==> src/rtl/arm_multicycle_datapath_pkg.sv <==
// Shared encodings for the multicycle ARM datapath and controller.
// ALU ops, select constants, flag indices and the immediate extender.
package arm_mc_pkg;

    typedef enum logic [1:0] {
        ALU_ADD = 2'b00,
        ALU_SUB = 2'b01,
        ALU_AND = 2'b10,
        ALU_ORR = 2'b11
    } alu_op_e;

    localparam logic [1:0] IMM_B8   = 2'b00;
    localparam logic [1:0] IMM_B12  = 2'b01;
    localparam logic [1:0] IMM_BR   = 2'b10;

    localparam logic [1:0] SRCA_A   = 2'b00;
    localparam logic [1:0] SRCA_PC  = 2'b01;

    localparam logic [1:0] SRCB_B   = 2'b00;
    localparam logic [1:0] SRCB_IMM = 2'b01;

    localparam logic [1:0] RES_ALUOUT = 2'b00;
    localparam logic [1:0] RES_DATA   = 2'b01;
    localparam logic [1:0] RES_ALU    = 2'b10;

    localparam int FLAG_N = 3;
    localparam int FLAG_Z = 2;
    localparam int FLAG_C = 1;
    localparam int FLAG_V = 0;

    // Branch offsets are word counts, hence the shift by two.
    function automatic logic [31:0] ext_imm(
        input logic [23:0] f,
        input logic [1:0]  src
    );
        logic [31:0] r;
        r = 32'd0;
        case (src)
            IMM_B8:  r = {24'd0, f[7:0]};
            IMM_B12: r = {20'd0, f[11:0]};
            IMM_BR:  r = {{6{f[23]}}, f, 2'b00};
            default: r = 32'd0;
        endcase
        return r;
    endfunction

endpackage

==> src/rtl/arm_multicycle_datapath_if.sv <==
// Unified instruction/data memory bus of the multicycle core.
// The datapath is the master; memory answers combinationally.
interface arm_multicycle_datapath_if;
    logic [31:0] Adr;
    logic [31:0] WriteData;
    logic [31:0] ReadData;

    modport master (output Adr, output WriteData, input ReadData);
    modport slave  (input Adr, input WriteData, output ReadData);
endinterface

==> src/rtl/arm_multicycle_datapath_regfile.sv <==
// R0-R14 register file; address 15 reads the external R15 value.
// Writes to 15 are dropped, so the PC only moves through PCWrite.
module arm_regfile (
    input  logic        clk,
    input  logic        reset,
    input  logic        we_i,
    input  logic [3:0]  a1_i,
    input  logic [3:0]  a2_i,
    input  logic [3:0]  a3_i,
    input  logic [31:0] wd_i,
    input  logic [31:0] r15_i,
    output logic [31:0] rd1_o,
    output logic [31:0] rd2_o
);
    logic [31:0] regs_q [0:14];

    // Clear on reset, otherwise write the addressed register.
    always_ff @(posedge clk) begin
        if (reset) begin
            for (int i = 0; i < 15; i++) regs_q[i] <= 32'd0;
        end else if (we_i && (a3_i != 4'd15)) begin
            regs_q[a3_i] <= wd_i;
        end
    end

    assign rd1_o = (a1_i == 4'd15) ? r15_i : regs_q[a1_i];
    assign rd2_o = (a2_i == 4'd15) ? r15_i : regs_q[a2_i];
endmodule

==> src/rtl/arm_multicycle_datapath.sv <==
// Datapath half of the multicycle ARM core.
// Holds PC, IR and the inter-cycle registers; ALU and muxes inline.
module arm_multicycle_datapath
    import arm_mc_pkg::*;
#(
    parameter int          WIDTH    = 32,
    parameter logic [31:0] RESET_PC = 32'h0000_0000
) (
    input  logic                     clk,
    input  logic                     reset,
    input  logic                     PCWrite,
    input  logic                     RegWrite,
    input  logic                     IRWrite,
    input  logic                     AdrSrc,
    input  logic [1:0]               RegSrc,
    input  logic [1:0]               ALUSrcA,
    input  logic [1:0]               ALUSrcB,
    input  logic [1:0]               ResultSrc,
    input  logic [1:0]               ImmSrc,
    input  logic [1:0]               ALUControl,
    arm_multicycle_datapath_if.master mem,
    output logic [19:0]              Instr,
    output logic [3:0]               ALUFlags
);
    logic [WIDTH-1:0] pc_q, pc_d;
    logic [WIDTH-1:0] ir_q, ir_d;
    logic [WIDTH-1:0] data_q, a_q, b_q, aluout_q;
    logic [WIDTH-1:0] rd1, rd2, result, imm;
    logic [WIDTH-1:0] src_a, src_b, b_op, alu_res;
    logic [WIDTH:0]   sum;
    logic [3:0]       ra1, ra2;
    logic             is_sub, c_flag, v_flag;

    assign imm   = ext_imm(ir_q[23:0], ImmSrc);
    assign src_a = (ALUSrcA == SRCA_PC) ? pc_q : a_q;
    assign src_b = (ALUSrcB == SRCB_B)   ? b_q :
                   (ALUSrcB == SRCB_IMM) ? imm : 32'd4;

    assign is_sub = (ALUControl == ALU_SUB);
    assign b_op   = is_sub ? ~src_b : src_b;
    assign sum    = {1'b0, src_a} + {1'b0, b_op} + {32'd0, is_sub};

    // ALU result plus carry/overflow; logic ops clear C and V.
    always_comb begin
        alu_res = sum[31:0];
        c_flag  = 1'b0;
        v_flag  = 1'b0;
        case (ALUControl)
            ALU_ADD, ALU_SUB: begin
                alu_res = sum[31:0];
                c_flag  = sum[32];
                v_flag  = (src_a[31] == b_op[31]) &&
                          (sum[31] != src_a[31]);
            end
            ALU_AND: alu_res = src_a & src_b;
            default: alu_res = src_a | src_b;
        endcase
    end

    assign ALUFlags[FLAG_N] = alu_res[31];
    assign ALUFlags[FLAG_Z] = (alu_res == 32'd0);
    assign ALUFlags[FLAG_C] = c_flag;
    assign ALUFlags[FLAG_V] = v_flag;

    assign result = (ResultSrc == RES_DATA) ? data_q  :
                    (ResultSrc == RES_ALU)  ? alu_res : aluout_q;

    assign ra1 = RegSrc[0] ? 4'd15 : ir_q[19:16];
    assign ra2 = RegSrc[1] ? ir_q[15:12] : ir_q[3:0];

    arm_regfile u_rf (
        .clk   (clk),
        .reset (reset),
        .we_i  (RegWrite),
        .a1_i  (ra1),
        .a2_i  (ra2),
        .a3_i  (ir_q[15:12]),
        .wd_i  (result),
        .r15_i (result),
        .rd1_o (rd1),
        .rd2_o (rd2)
    );

    assign pc_d = PCWrite ? result : pc_q;
    assign ir_d = IRWrite ? mem.ReadData : ir_q;

    // Architectural PC/IR plus the free-running inter-cycle latches.
    always_ff @(posedge clk) begin
        if (reset) begin
            pc_q     <= RESET_PC;
            ir_q     <= 32'd0;
            data_q   <= 32'd0;
            a_q      <= 32'd0;
            b_q      <= 32'd0;
            aluout_q <= 32'd0;
        end else begin
            pc_q     <= pc_d;
            ir_q     <= ir_d;
            data_q   <= mem.ReadData;
            a_q      <= rd1;
            b_q      <= rd2;
            aluout_q <= alu_res;
        end
    end

    assign mem.Adr       = AdrSrc ? result : pc_q;
    assign mem.WriteData = b_q;
    assign Instr         = ir_q[31:12];
endmodule

==> src/flat_wrapper.sv <==
// flat-port wrapper written by rule: the top's interface ports become plain ports
module arm_multicycle_datapath_flat import arm_mc_pkg::*;
#(
    parameter int          WIDTH    = 32,
    parameter logic [31:0] RESET_PC = 32'h0000_0000
)
  (clk, reset, PCWrite, RegWrite, IRWrite, AdrSrc, RegSrc, ALUSrcA, ALUSrcB, ResultSrc, ImmSrc, ALUControl, Instr, ALUFlags, mem_Adr, mem_WriteData, mem_ReadData);
  arm_multicycle_datapath_if mem_i ();
  input  logic clk;
  input  logic reset;
  input  logic PCWrite;
  input  logic RegWrite;
  input  logic IRWrite;
  input  logic AdrSrc;
  input  logic [1:0] RegSrc;
  input  logic [1:0] ALUSrcA;
  input  logic [1:0] ALUSrcB;
  input  logic [1:0] ResultSrc;
  input  logic [1:0] ImmSrc;
  input  logic [1:0] ALUControl;
  output logic [19:0] Instr;
  output logic [3:0] ALUFlags;
  output wire logic [$bits(mem_i.Adr)-1:0] mem_Adr;
  output wire logic [$bits(mem_i.WriteData)-1:0] mem_WriteData;
  input wire logic [$bits(mem_i.ReadData)-1:0] mem_ReadData;
  assign mem_Adr = mem_i.Adr;
  assign mem_WriteData = mem_i.WriteData;
  assign mem_i.ReadData = mem_ReadData;
  arm_multicycle_datapath #(.WIDTH(WIDTH), .RESET_PC(RESET_PC)) u_core (.clk(clk), .reset(reset), .PCWrite(PCWrite), .RegWrite(RegWrite), .IRWrite(IRWrite), .AdrSrc(AdrSrc), .RegSrc(RegSrc), .ALUSrcA(ALUSrcA), .ALUSrcB(ALUSrcB), .ResultSrc(ResultSrc), .ImmSrc(ImmSrc), .ALUControl(ALUControl), .mem(mem_i), .Instr(Instr), .ALUFlags(ALUFlags));
endmodule
==> config.mk <==
export PLATFORM = sky130hd
export DESIGN_NAME = arm_multicycle_datapath_flat
export DESIGN_NICKNAME = d
export VERILOG_FILES = /design/src/rtl/arm_multicycle_datapath_pkg.sv /design/src/rtl/arm_multicycle_datapath_if.sv /design/src/rtl/arm_multicycle_datapath_regfile.sv /design/src/rtl/arm_multicycle_datapath.sv /design/src/flat_wrapper.sv
export SDC_FILE = /design/constraint.sdc
export NUM_CORES = 2
export LEC_CHECK = 0
export CAP_MARGIN = 25
export CELL_PAD_IN_SITES_DETAIL_PLACEMENT = 1
export CELL_PAD_IN_SITES_GLOBAL_PLACEMENT = 1
export CORE_MARGIN = 1.5
export CORE_UTILIZATION = 45
export DETAILED_ROUTE_END_ITERATION = 8
export PLACE_DENSITY = 0.82
export REMOVE_ABC_BUFFERS = 1
export SLEW_MARGIN = 15
export SYNTH_ARGS = -nofsm -noshare
export SYNTH_HDL_FRONTEND = slang
export SYNTH_SLANG_ARGS = --single-unit
==> constraint.sdc <==
create_clock -name clk -period 7.83 [get_ports clk]
set_input_delay 1.9575 -clock clk [delete_from_list [all_inputs] [get_ports clk]]
set_output_delay 1.9575 -clock clk [all_outputs]
set_load 0.05 [all_outputs]
After elaboration in Yosys (flattened, before gate mapping). Memories as Yosys holds them, arrays and structs flattened. Cells that the tools add are included.

Flip-flop bits (word level): 192. Latch bits: 0. RAM bits: 480. Memory bits (read-only): 0. Output and inout port bits: 88. Word-level logic and storage cells: 56. Memories: 1.

Add/sub/neg operators: 2. Multipliers: 0. Div/mod/pow operators: 0. Magnitude comparators: 0. Eq/ne operators: 13. Shifts and indexed selects: 0. Multiplexer cells: 23. Bitwise gates (word level): 3. Reductions and logical operators: 8.

Memory list: u_core.u_rf.regs_q (words 15, bits a word 32, read ports 2, clocked after Yosys merged registers in 0, write ports 15, line arm_multicycle_datapath_regfile.sv:15) `logic [31:0] regs_q [0:14];`.

Operators with widths (count): $mux 32 (10); $pmux 32 s3 (1); $pmux 32 s2 (1); $add 32x32->33 (1); $add 33x1->33 (1); $and 32x32->32 (1); $logic_not 32->1 (1); $not 32->32 (1); $or 32x32->32 (1); $reduce_or 32->1 (1); $mux 4 (3); $eq 2x1->1 const B (5); $eq 4x4->1 const B (2); $mux 1 (8); $eq 2x2->1 const B (3); $logic_not 2->1 (3); $ne 4x4->1 const B (1); $logic_and 1x1->1 (2); $reduce_or 2->1 (1); $eq 1x1->1 (1); $ne 1x1->1 (1).

Logic depth before layout (Yosys ltp).
Depth after elaboration: 12. Depth in mapped cells: 21.

By module. A second synthesis with hierarchy kept.

Cell total of the unflattened synthesis: 3291. Area total of the unflattened synthesis: 38794.7 um^2.

Modules (own cells, without submodules): arm_regfile (instances 1, cells an instance 1925, area each 27427.6 um^2, sequential area each 15344.7 um^2); arm_multicycle_datapath (instances 1, cells an instance 1366, area each 11367.2 um^2, sequential area each 3843.7 um^2).

Worst setup path before layout. No wires, ideal clock.

Path kind: input to output. Start point: in ALUControl[1]. End point: out ALUFlags[2]. Arrival: 7.150 ns. Required time: 5.872 ns. Setup slack: -1.277 ns. Cell stages on the path: 17. Buffers on the path: 5. Cell sequence: clkbuf_1 buf_2 buf_2 clkbuf_1 nor2_1 buf_1 xnor2_1 ha_1 nand2_1 or4_4 a21oi_4 o211ai_4 a2111oi_4 o211a_1 or3_1 nand3b_1 nor4_1.

Cells in the longest elaborated chain, start to end: 6. Elaborated cells between the ends (all ways): 9. Those cells by class: add/sub (2); eq/ne (2); mux (2); reduce/logical (3).

Ends and longest elaborated chain: start: declaration (line flat_wrapper.sv:20) `input logic [1:0] ALUControl;`; $eq 2x1->1 (line arm_multicycle_datapath.sv:39, arm_multicycle_datapath.sv:48); $mux 32 (line arm_multicycle_datapath.sv:40) `assign b_op = is_sub ? ~src_b : src_b;`; $add 32x32->33 (line arm_multicycle_datapath.sv:41) `assign sum = {1'b0, src_a} + {1'b0, b_op} + {32'd0, is_sub};`; $add 33x1->33 (line arm_multicycle_datapath.sv:41); $pmux 32 s2 (*) (line arm_multicycle_datapath.sv:48) `case (ALUControl)`; $logic_not 32->1 (*) (line arm_multicycle_datapath.sv:61) `assign ALUFlags[FLAG_Z] = (alu_res == 32'd0);`; end: declaration (line flat_wrapper.sv:22) `output logic [3:0] ALUFlags;`.

Every way passes the cells marked *; elsewhere a longest branch is shown, timed or not.

Final worst setup path.
Start point: in ALUSrcB[0]. End point: out ALUFlags[2].

Cells in the longest elaborated chain, start to end: 9. Elaborated cells between the ends (all ways): 12. Those cells by class: add/sub (2); eq/ne (1); mux (4); bitwise (3); reduce/logical (2).

Ends and longest elaborated chain: start: declaration (line flat_wrapper.sv:17) `input logic [1:0] ALUSrcB;`; $eq 2x1->1 (line arm_multicycle_datapath.sv:37) `(ALUSrcB == SRCB_IMM) ? imm : 32'd4;`; $mux 32 (line arm_multicycle_datapath.sv:37); $mux 32 (*) (line arm_multicycle_datapath.sv:36) `assign src_b = (ALUSrcB == SRCB_B) ? b_q :`; $not 32->32 (line arm_multicycle_datapath.sv:40); $mux 32 (line arm_multicycle_datapath.sv:40); $add 32x32->33 (line arm_multicycle_datapath.sv:41); $add 33x1->33 (line arm_multicycle_datapath.sv:41); $pmux 32 s2 (*) (line arm_multicycle_datapath.sv:48); $logic_not 32->1 (*) (line arm_multicycle_datapath.sv:61).

Marked as above.

==> out/metrics.csv <==
stage,metric,value,unit
timing,Tightest Pin Transition,1200,ps
critical_path,cell mode on critical path,buf_4,
status,status,"complete, but fails checks",
timing,fin crit period,8010,ps
timing,RSZ-0062 raised after global routing,yes,
job,Max Cap Viol,0,
drt,final wirelength,155000,microns
synth,most common cell in the netlist,nor2_1,
synth,Syn Std Cell Area,0.0368,sq mm
power_and_ir_drop,pwr/cell area,232,mW/mm^2
drt,Routed Antenna Nets,0,
timing,Max Freq,0.125,GHz
synth,Synth async-reset ratio,0,%
clock_network,clock insertion delay at the later pin of the skew report,680,ps
critical_path,CP max stage delay,320,ps
timing,Slew headroom,19.7,%
power_and_ir_drop,total power,0.0104,W
drt,Routed WL per cell,32.9,microns
synth,ys flop type,edfxtp_1,
power_and_ir_drop,Lkg Pwr,16.8,nW
global_route,gr usage total,36.5,%
synth,Post-synth EDFFs,507,
placed_design,Placer Congestion,0.984,
floorplan,IO Count,138,
global_route,number of global-route vias before repair,33104,
critical_path,critical path class,input port to output pin,
critical_path,CP endpoint kind,output pin,
clock_network,Clock H-tree levels,3,
synth,share of the synthesized area in the top cell type,41.4,%
synth,most frequent cells after synthesis,"nor2_1, edfxtp_1, clkbuf_1",
final_layout,Layout area overhead,21.8,%
critical_path,nature of the critical path startpoint,input port,
floorplan,Core Box Area,0.0807,sq mm
synth,"Seq/Total Area, Yosys",51.9,%
critical_path,critical path peak fanout,9,
placed_design,Setup Slack @ Placement,-735,ps
timing,Tcrit/Tclk final,102,%
synth,"top cells by area, synth","edfxtp_1, mux4_2, dfxtp_1",
critical_path,"Data arrival, critical path",6050,ps
floorplan,Die H,289,microns
synth,Unique masters post-synth,87,
global_route,initial antenna violation count,11,
floorplan,Site Rows,104,
power_and_ir_drop,maximum vdd drop,148,uV
floorplan,Initial Util,45.6,%
synth,Syn Area/Cell,11.1,sq um
drt,residual DRC count,32,
clock_network,CTS tree,built,
timing,"Setup violations, final",5,
timing,Fin Clk Skew,35.2,ps
synth,Mapped Cells,3327,
placed_design,placed wire-length estimate,93200,microns
timing,fin worst setup slack,-177,ps
synth,Yosys Warn Count,0,
final_layout,fin area,0.0448,sq mm
status,failing checks,"DRC, setup timing",
drt,Starting DRT DRC Count,4318,
floorplan,Die W,289,microns
final_layout,layout cells sized above 1,26.1,%
floorplan,die area,0.0834,sq mm
drt,via count,32185,
clock_network,clock-pin slew on the worst setup and hold paths,60,ps
synth,largest area contributor in the netlist,edfxtp_1,
timing,Pins Over Slew Limit,0,
drt,DRT Pass-1 Iters,9,
timing,Final Hold Viols,0,
clock_network,Num Clock Sinks,699,
min_path,Hold Crit Class,flop to flop,
placed_design,Port Buf Inserts,137,
final_layout,Total Nets Final,3694,
critical_path,Worst Path Required,5870,ps
placed_design,placed instance area,0.0411,sq mm
global_route,gr ovfl total,0,
clock_network,Root Driver,clkbuf_16,
drt,Via density,6.81,
clock_network,clk buf depth,3,
synth,register bit total from synthesis,699,
global_route,largest net degree at the start of global routing,94,
global_route,first-pass GRT wire length,221000,microns
critical_path,Worst path slowest cell,nor4_2,
clock_network,CTS buffer count,74,
## layout make-up
cell class	count	area (sq um)
antenna	2	5.00
clock buffer	102	2130
clock inverter	29	379
fill	8245	35900
inverter	57	215
multi-input combinational	2254	17100
sequential	699	19100
tap	1060	1330
timing repair buffer	526	4540
## routing by layer
| metal | share of wire, % | global-route usage, % | up-vias |
|---|---|---|---|
| met3 | 12 | 10.1 | 744 |
| met4 | 6.9 | 23.2 | 12 |
| met1 | 34 | 43.9 | 16001 |
| li1 | - | - | 12791 |
| met5 | 0.050 | 0.341 | - |
| met2 | 46 | 58.1 | 2637 |
## stage by stage
stage          TNS (ps)  util [%]  hold slack, ps  std cells
6_report           -343      55.5             497       4729
3_3_place_gp      -8150      50.9             456       4543
2_1_floorplan   -342580         -             439       3009
3_5_place_dp     -11400      50.9             476       4544
4_1_cts            -524      54.7             487       4698
5_1_grt           -1340      55.5             522       4727
## report_power, final
group          switching (W)  internal [W]  leakage (nW)
logic                0.00145      0.000912          8.81
clock network        0.00159       0.00211          1.21
registers           0.000172       0.00418          6.82
## state kept, by name (all words and copies together) (netlist names)
name and cells:
u_core.ir_q 32, u_core.mem.WriteData 32, u_core.data_q 32, u_core.pc_q 32, u_core.aluout_q 32, u_core.a_q 32
u_core.u_rf.regs_q 507
## placed cells by master (no fill, tap or decap), drive strengths merged, types with 16 or more instances in the layout
master,instances
nor2,712
edfxtp,507
buf,433
nand2,217
dfxtp,192
mux4,185
a21oi,155
mux2i,105
clkbuf,104
nand3,88
clkdlybuf4s50,87
o21ai,75
a211oi,66
inv,57
mux2,56
o22ai,53
nor2b,53
o21a,45
xnor2,38
a2111oi,32
o221ai,31
ha,31
a221oi,30
conb,27
nand2b,24
maj3,23
nor3,23
clkinv,21
a22oi,16
## final timing paths
path / start / endpoint / slack, ps / depth (start not counted)
max reg2reg: u_core.ir_q[0]$_SDFFE_PP0P_ / u_core.a_q[21]$_SDFF_PP0_ / 2820 / 19
max: ALUSrcB[0] / ALUFlags[2] / -180 / 29
min reg2reg: u_core.ir_q[30]$_SDFFE_PP0P_ / u_core.ir_q[30]$_SDFFE_PP0P_ / 500 / 2
min: u_core.ir_q[30]$_SDFFE_PP0P_ / u_core.ir_q[30]$_SDFFE_PP0P_ / 500 / 2
## critical path: cells and delay by family
| family | cells | cell delay, ps |
|---|---|---|
| buffers and inverters | 20 | 2180 |
| and+or+nand+nor | 6 | 1140 |
| AOI/OAI and AO/OA | 2 | 490 |
| adders and majority gates | 1 | 290 |
## repair_timing
item / 4_1_cts / 5_1_grt
setup buffers: 23 / 27
hold buffers: 0 / 0
endpoints found under the setup margin: 28 / 22
pin swaps: 32 / 54
gates resized for setup: 105 / 87
gates cloned: 1 / 0
## cells by family (layout without fill, tap and decap cells)
| logic type | Yosys count | count (layout) | synth area share, % |
|---|---|---|---|
| xor+xnor | 46 | 46 | 1.10 |
| fa+ha+maj | 55 | 55 | 1.74 |
| flops | 699 | 699 | 51.9 |
| simple gates | 1166 | 1167 | 13.4 |
| buf+inv | 401 | 714 | 4.49 |
| other cells | 1 | 29 | 0.0102 |
| compound gates | 613 | 613 | 11.5 |
| mux | 346 | 346 | 15.9 |
Power figures use the tool's default switching activity.
